===== config.mk =====
export PLATFORM = sky130hd
export DESIGN_NAME = esfa_cell_sequencer
export DESIGN_NICKNAME = d
export VERILOG_FILES = /design/src/rtl/esfa_pkg.sv /design/src/rtl/esfa_result_reducer.sv /design/src/rtl/esfa_cell_sequencer.sv
export SDC_FILE = /design/constraint.sdc
export NUM_CORES = 1
export LEC_CHECK = 0
export BUFFER_PORTS_ARGS = -buffer_cell sky130_fd_sc_hd__buf_2
export CAP_MARGIN = 30
export CORE_MARGIN = 3
export CORE_UTILIZATION = 40
export CTS_CLUSTER_DIAMETER = 80
export CTS_CLUSTER_SIZE = 10
export DETAILED_ROUTE_END_ITERATION = 10
export PLACE_DENSITY = 0.81
export REMOVE_ABC_BUFFERS = 1
export SLEW_MARGIN = 20
export SYNTH_ARGS = -nofsm -noshare
export SYNTH_HDL_FRONTEND = slang
export SYNTH_SLANG_ARGS = --single-unit

===== constraint.sdc =====
create_clock -name clk -period 2 [get_ports clk]
set_input_delay 0.6 -clock clk [delete_from_list [all_inputs] [get_ports clk]]
set_output_delay 0.6 -clock clk [all_outputs]
set_load 0.03 [all_outputs]

===== src/rtl/esfa_pkg.sv =====
// Shared definitions for the ESFA cell sequencer: opcodes, write mask,
// sequencer state encoding and opcode classification helpers.
package esfa_pkg;

    localparam logic [7:0] OP_UPDATE      = 8'd0;
    localparam logic [7:0] OP_LOOKUP      = 8'd1;
    localparam logic [7:0] OP_ENCODE      = 8'd2;
    localparam logic [7:0] OP_CONGRUEUP   = 8'd3;
    localparam logic [7:0] OP_CONGRUEDOWN = 8'd4;
    localparam logic [7:0] OP_MARKAVAIL   = 8'd5;
    localparam logic [7:0] OP_ENRANK      = 8'd6;
    localparam logic [7:0] OP_ENRANGE     = 8'd7;

    // Ops allowed to write cell state: update, congrueUp, congrueDown
    localparam logic [7:0] OP_WRITE_MASK  = 8'b0001_1001;

    typedef enum logic [1:0] {
        SEQ_IDLE,
        SEQ_ISSUE,
        SEQ_CAPTURE,
        SEQ_RESP
    } seq_state_e;

    function automatic logic op_legal(input logic [7:0] op);
        return op <= OP_ENRANGE;
    endfunction

    function automatic logic op_writes(input logic [7:0] op);
        return op_legal(op) && OP_WRITE_MASK[op[2:0]];
    endfunction

endpackage


===== src/rtl/esfa_result_reducer.sv =====
// Combinational reduction of per-cell results: hit flag, lowest-index
// priority encode, popcount and value/context mux of the winning cell.
// Ports: cell_bool_i/value_i/context_i in; hit_o, cell_o, value_o,
// context_o, count_o out.
module esfa_result_reducer #(
    parameter int NUM_CELLS = 8,
    parameter int IDX_W     = 3
) (
    input  logic [NUM_CELLS-1:0]   cell_bool_i,
    input  logic [8*NUM_CELLS-1:0] cell_value_i,
    input  logic [8*NUM_CELLS-1:0] cell_context_i,
    output logic                   hit_o,
    output logic [IDX_W-1:0]       cell_o,
    output logic [7:0]             value_o,
    output logic [7:0]             context_o,
    output logic [IDX_W:0]         count_o
);

    always_comb begin
        hit_o     = |cell_bool_i;
        cell_o    = '0;
        value_o   = '0;
        context_o = '0;
        count_o   = '0;
        // Walk high to low so the lowest set index wins
        for (int i = NUM_CELLS - 1; i >= 0; i--) begin
            if (cell_bool_i[i]) begin
                cell_o    = IDX_W'(i);
                value_o   = cell_value_i[8*i +: 8];
                context_o = cell_context_i[8*i +: 8];
            end
        end
        for (int i = 0; i < NUM_CELLS; i++) begin
            count_o = count_o + (IDX_W + 1)'(cell_bool_i[i]);
        end
    end

endmodule


===== src/rtl/esfa_cell_sequencer.sv =====
// Command sequencer for the ESFA cell bank: accepts one op, broadcasts it,
// pulses write-enable, captures the reduced cell results and returns them.
// Ports: cmd_* handshake in, cell_* broadcast out, cell results in,
// rsp_* handshake out.
module esfa_cell_sequencer
    import esfa_pkg::*;
#(
    parameter int NUM_CELLS = 8,
    parameter int IDX_W     = 3
) (
    input  logic                   clk,
    input  logic                   rst_n,
    input  logic                   cmd_valid,
    output logic                   cmd_ready,
    input  logic [7:0]             cmd_op,
    input  logic                   cmd_write,
    input  logic [7:0]             cmd_handle,
    input  logic [7:0]             cmd_index,
    input  logic [7:0]             cmd_value,
    input  logic [7:0]             cmd_metadata,
    input  logic                   cmd_is_meta,
    output logic [7:0]             cell_selector,
    output logic                   cell_will_write,
    output logic [7:0]             cell_handle,
    output logic [7:0]             cell_inserted_index,
    output logic [7:0]             cell_inserted_value,
    output logic [7:0]             cell_metadata,
    output logic                   cell_is_metadata,
    input  logic [NUM_CELLS-1:0]   cell_bool,
    input  logic [8*NUM_CELLS-1:0] cell_value,
    input  logic [8*NUM_CELLS-1:0] cell_context,
    output logic                   rsp_valid,
    input  logic                   rsp_ready,
    output logic                   rsp_hit,
    output logic                   rsp_err,
    output logic [IDX_W-1:0]       rsp_cell,
    output logic [7:0]             rsp_value,
    output logic [7:0]             rsp_context,
    output logic [IDX_W:0]         rsp_hit_count,
    output logic [7:0]             rsp_op
);

    seq_state_e       state_q;
    logic [7:0]       sel_q, hdl_q, idx_q, val_q, meta_q, op_q;
    logic             is_meta_q, we_q;
    logic             valid_q, hit_q, err_q;
    logic [IDX_W-1:0] cell_q;
    logic [7:0]       rval_q, rctx_q;
    logic [IDX_W:0]   cnt_q;

    logic             red_hit;
    logic [IDX_W-1:0] red_cell;
    logic [7:0]       red_value, red_context;
    logic [IDX_W:0]   red_count;

    esfa_result_reducer #(
        .NUM_CELLS (NUM_CELLS),
        .IDX_W     (IDX_W)
    ) u_reducer (
        .cell_bool_i    (cell_bool),
        .cell_value_i   (cell_value),
        .cell_context_i (cell_context),
        .hit_o          (red_hit),
        .cell_o         (red_cell),
        .value_o        (red_value),
        .context_o      (red_context),
        .count_o        (red_count)
    );

    always_ff @(posedge clk or negedge rst_n) begin
        if (!rst_n) begin
            state_q   <= SEQ_IDLE;
            sel_q     <= '0;
            hdl_q     <= '0;
            idx_q     <= '0;
            val_q     <= '0;
            meta_q    <= '0;
            is_meta_q <= 1'b0;
            we_q      <= 1'b0;
            op_q      <= '0;
            valid_q   <= 1'b0;
            hit_q     <= 1'b0;
            err_q     <= 1'b0;
            cell_q    <= '0;
            rval_q    <= '0;
            rctx_q    <= '0;
            cnt_q     <= '0;
        end else begin
            unique case (state_q)
                SEQ_IDLE: begin
                    if (cmd_valid) begin
                        sel_q     <= cmd_op;
                        hdl_q     <= cmd_handle;
                        idx_q     <= cmd_index;
                        val_q     <= cmd_value;
                        meta_q    <= cmd_metadata;
                        is_meta_q <= cmd_is_meta;
                        op_q      <= cmd_op;
                        if (!op_legal(cmd_op)) begin
                            // Illegal ops skip the cells entirely
                            state_q <= SEQ_RESP;
                            valid_q <= 1'b1;
                            err_q   <= 1'b1;
                            hit_q   <= 1'b0;
                            cell_q  <= '0;
                            rval_q  <= '0;
                            rctx_q  <= '0;
                            cnt_q   <= '0;
                        end else begin
                            state_q <= SEQ_ISSUE;
                            we_q    <= cmd_write & op_writes(cmd_op);
                        end
                    end
                end
                SEQ_ISSUE: begin
                    we_q    <= 1'b0;
                    state_q <= SEQ_CAPTURE;
                end
                SEQ_CAPTURE: begin
                    valid_q <= 1'b1;
                    err_q   <= 1'b0;
                    hit_q   <= red_hit;
                    cell_q  <= red_cell;
                    rval_q  <= red_value;
                    rctx_q  <= red_context;
                    cnt_q   <= red_count;
                    state_q <= SEQ_RESP;
                end
                SEQ_RESP: begin
                    if (rsp_ready) begin
                        valid_q <= 1'b0;
                        state_q <= SEQ_IDLE;
                    end
                end
                default: state_q <= SEQ_IDLE;
            endcase
        end
    end

    // Held low while reset is asserted so nothing is accepted mid-reset
    assign cmd_ready           = rst_n & (state_q == SEQ_IDLE);
    assign cell_selector       = sel_q;
    assign cell_will_write     = we_q;
    assign cell_handle         = hdl_q;
    assign cell_inserted_index = idx_q;
    assign cell_inserted_value = val_q;
    assign cell_metadata       = meta_q;
    assign cell_is_metadata    = is_meta_q;
    assign rsp_valid           = valid_q;
    assign rsp_hit             = hit_q;
    assign rsp_err             = err_q;
    assign rsp_cell            = cell_q;
    assign rsp_value           = rval_q;
    assign rsp_context         = rctx_q;
    assign rsp_hit_count       = cnt_q;
    assign rsp_op              = op_q;

endmodule


==> results.cfg <==
[placement]
place_area_um2 = 5540
place_hpwl_um = 11300
io_buffers = 258
gp_congestion = 0.892
pre_cts_slack_ps = -1230

[status]
status = complete, but fails checks
violations = setup timing

[drt]
via_per_inst = 5.57
detail_route.wl_per_cell_um = 19.9
wl_met3_um = 1520
drcViolationCount = 0
top_layer = met4
wirelength_um = 15200
wl_met2_um = 7710
wl_met1_um = 5520
drt_iter0_drc = 260
vias = 4245
dr.pass1.iters = 5
ant_nets = 0

[die]
start_util_pct = 42.2
die_h_um = 109
die_w_um = 109
core-area_um2 = 10000
rows = 36
io_pins = 259
dieArea_um2 = 11900

[sta]
worst_pin_slew_ps = 577
skew_ps = 8.56
min_period_ps = 2720
fmax_ghz = 0.367
rsz0062_at_grt = yes
worst_slack_ps = -722
slew_viol_final = 0
finalSetupViolCount = 4
fin_crit_sh_pct = 136
slew_headroom_pct = 61.5
hold_viol = 0

[worst_setup_path]
critPathTopFamily = adder cells
worstSetupStartpoint = cell_bool[0]
slowest_delay_ps = 490
crit_arrival_ps = 2960
r2r_cells = 5
r2r_setup_slack_ps = 130
reg2reg_from = state_q[0]
cp.required_ps = 2240
cpMaxStageDelayCell = fa_1
crit_fanout = 2
r2r-end = rsp_value[5]
critPathLaunchType = input pin
cp-end-kind = flip-flop
cp_num_buf_inv = 4
path_cells = buf_8, inv_6, ha_4, inv_2, fa_1, fa_1, fa_2, inv_2, fa_2, a22o_1
criticalPathCategory = input pin to flip-flop

[pwr]
power_frac_comb_pct = 56.0
pwr-share-clk_pct = 14.1
switchingPower_mw = 3.88
leakagePower_nw = 2.93
vdd_drop_max_mv = 0.877
switching_share_pct = 46.5
internal-power_mw = 4.46
pwr-share-seq_pct = 29.9
p_per_area_nw_per_um2 = 1420

[cells_and_area]
final_cell_area_um2 = 5870
final_nets = 821
diodes = 0
drive_above_1_share_pct = 59.3
syn2layout_area_growth_pct = 38.4

[synthesis]
synth-seq-cells = 70
yosys_warnings = 0
syn_inst = 365
synth_area_um2 = 4240
async_reset_ff_share_pct = 100
yosysSeqAreaShare_pct = 41.3
syn_avg_cell_area_um2 = 11.6
synth_edf_count = 0
synth.distinct_cells = 48
synth_top_cell_by_area = dfrtp_1
synthTopCellsByArea = dfrtp_1, mux2_2, a32o_1
synth_top_cell_area_share_pct = 41.3
synth_ff_type = dfrtp_1

[grt]
grt_pass1_vias = 4147
grt_start_max_net_pins = 71
antenna_found_initial = 0
track_usage_pct = 23.3
grt_pass1_wl_um = 20800
globalRouteOverflowTotal = 0

[clock_tree]
clock_latency_ps = 340
cts_htree_levels = 3
cts_tree = yes
clkSinkCount = 70
cts_hold_buf = 0
cts.path.max_buffers = 2
cts-root-buf = clkbuf_8
cts-buffers-inserted = 9
clkSlewWorstSetupHoldPaths_ps = 80

[min_path]
hp-class = input pin to async pin

[run]
maxCapViolations = 0
==> power groups by stage <==
stage	logic, mW	registers [mW]	clock network, mW
6_report	4.67	2.49	1.17
5_1_grt	4.97	2.57	1.25
4_1_cts	4.64	2.49	1.18
3_5_place_dp	4.54	2.53	0
3_3_place_gp	4.44	2.48	0
2_1_floorplan	1.42	4.01	0
==> synth_stat cells (5+ instances only) <==
cell	n
inv_1	18
nand2b_1	8
a221o_1	16
o21a_1	15
buf_6	9
a21oi_1	19
o21ai_0	7
or2b_2	5
a32o_1	17
clkbuf_8	9
o31ai_1	18
a221oi_2	9
dfrtp_1	70
clkbuf_1	6
mux2_2	39
o22ai_1	17
a221oi_1	7
buf_4	9
ha_1	11
nand2_1	13
==> cell families after synthesis <==
group                    Yosys count  share of synthesized area [%]
XOR/XNOR                           1                          0.207
AND/OR/NAND/NOR                   43                           6.02
multiplexers                      39                           10.4
AO/OA/AOI/OAI                    138                           26.5
buffers and inverters             59                           10.5
flip-flops                        70                           41.3
adder cells (fa/ha/maj)           15                           5.14
==> worst max path at each step <==
stage	endpoint	slack (ps)	cells past startpoint
after CTS	rsp_hit_count[1]	-800	10
after floorplan	rsp_hit_count[1]	-980	9
after detailed placement	rsp_hit_count[1]	-1230	10
final	rsp_hit_count[1]	-720	10
after global routing	rsp_hit_count[1]	-740	10
after global placement	rsp_hit_count[1]	-1190	10
==> sequential cells by signal (all words and copies together) (netlist names), 2 cells and up <==
| signal | cells |
|---|---|
| cell_handle | 8 |
| cell_inserted_index | 8 |
| cell_inserted_value | 8 |
| cell_metadata | 8 |
| rsp_cell | 3 |
| rsp_context | 8 |
| rsp_hit_count | 4 |
| rsp_op | 8 |
| rsp_value | 8 |
| state_q | 2 |
==> through the flow <==
step | total power, mW | TNS, ps | hold WS (ps) | utilization (%) | cells
after global routing | 8.78 | -2240 | 220 | 58.4 | 762
final | 8.33 | -2120 | 228 | 58.4 | 762
after floorplan | 5.43 | -11640 | 304 | - | 327
after detailed placement | 7.07 | -7390 | 469 | 55.1 | 739
after global placement | 6.92 | -6600 | 469 | 55.1 | 739
after CTS | 8.31 | -2400 | 471 | 57.8 | 757
==> area by class of cell <==
class / instances / area (um2)
clock buffer: 11 / 141
clock inverter: 5 / 58.8
fill: 852 / 4180
inverter: 21 / 91.3
multi-input combinational: 237 / 2080
sequential: 70 / 1750
tap: 133 / 166
timing repair buffer: 285 / 1570
==> metal layers <==
layer,track usage [%],up-vias
met3,5.15,35
li1,-,1907
met4,10.6,0
met1,26.3,2041
met5,0,-
met2,41.8,262
==> layout by cell type (no fill, tap or decap), types with 3 or more instances in the layout <==
cell type | netlist | routed
buf_4 | 9 | 25
o21a_1 | 15 | 15
a22o_1 | 4 | 4
inv_2 | 2 | 7
a32o_1 | 17 | 17
o22ai_1 | 17 | 17
or2b_1 | 3 | 3
a21oi_1 | 19 | 19
mux2_2 | 39 | 39
nand2_1 | 13 | 12
or2b_2 | 5 | 5
a221o_1 | 16 | 16
a221oi_1 | 7 | 7
nand2b_1 | 8 | 8
dfrtp_1 | 70 | 70
a221oi_2 | 9 | 9
ha_1 | 11 | 9
buf_12 | 0 | 3
clkbuf_8 | 9 | 10
buf_2 | 2 | 254
nor2_1 | 3 | 3
o31ai_1 | 18 | 18
inv_1 | 18 | 12
o21ai_0 | 7 | 7
==> what timing repair did <==
| item | in CTS | in global routing |
|---|---|---|
| resized for setup | 17 | 1 |
| cloned | 0 | 1 |
| setup endpoints to repair | 5 | 6 |
| hold endpoints to repair | 0 | 0 |
| buffers inserted | 2 | 3 |
| pin swaps | 7 | 5 |
Note: power is estimated with default switching activity, not from simulation.
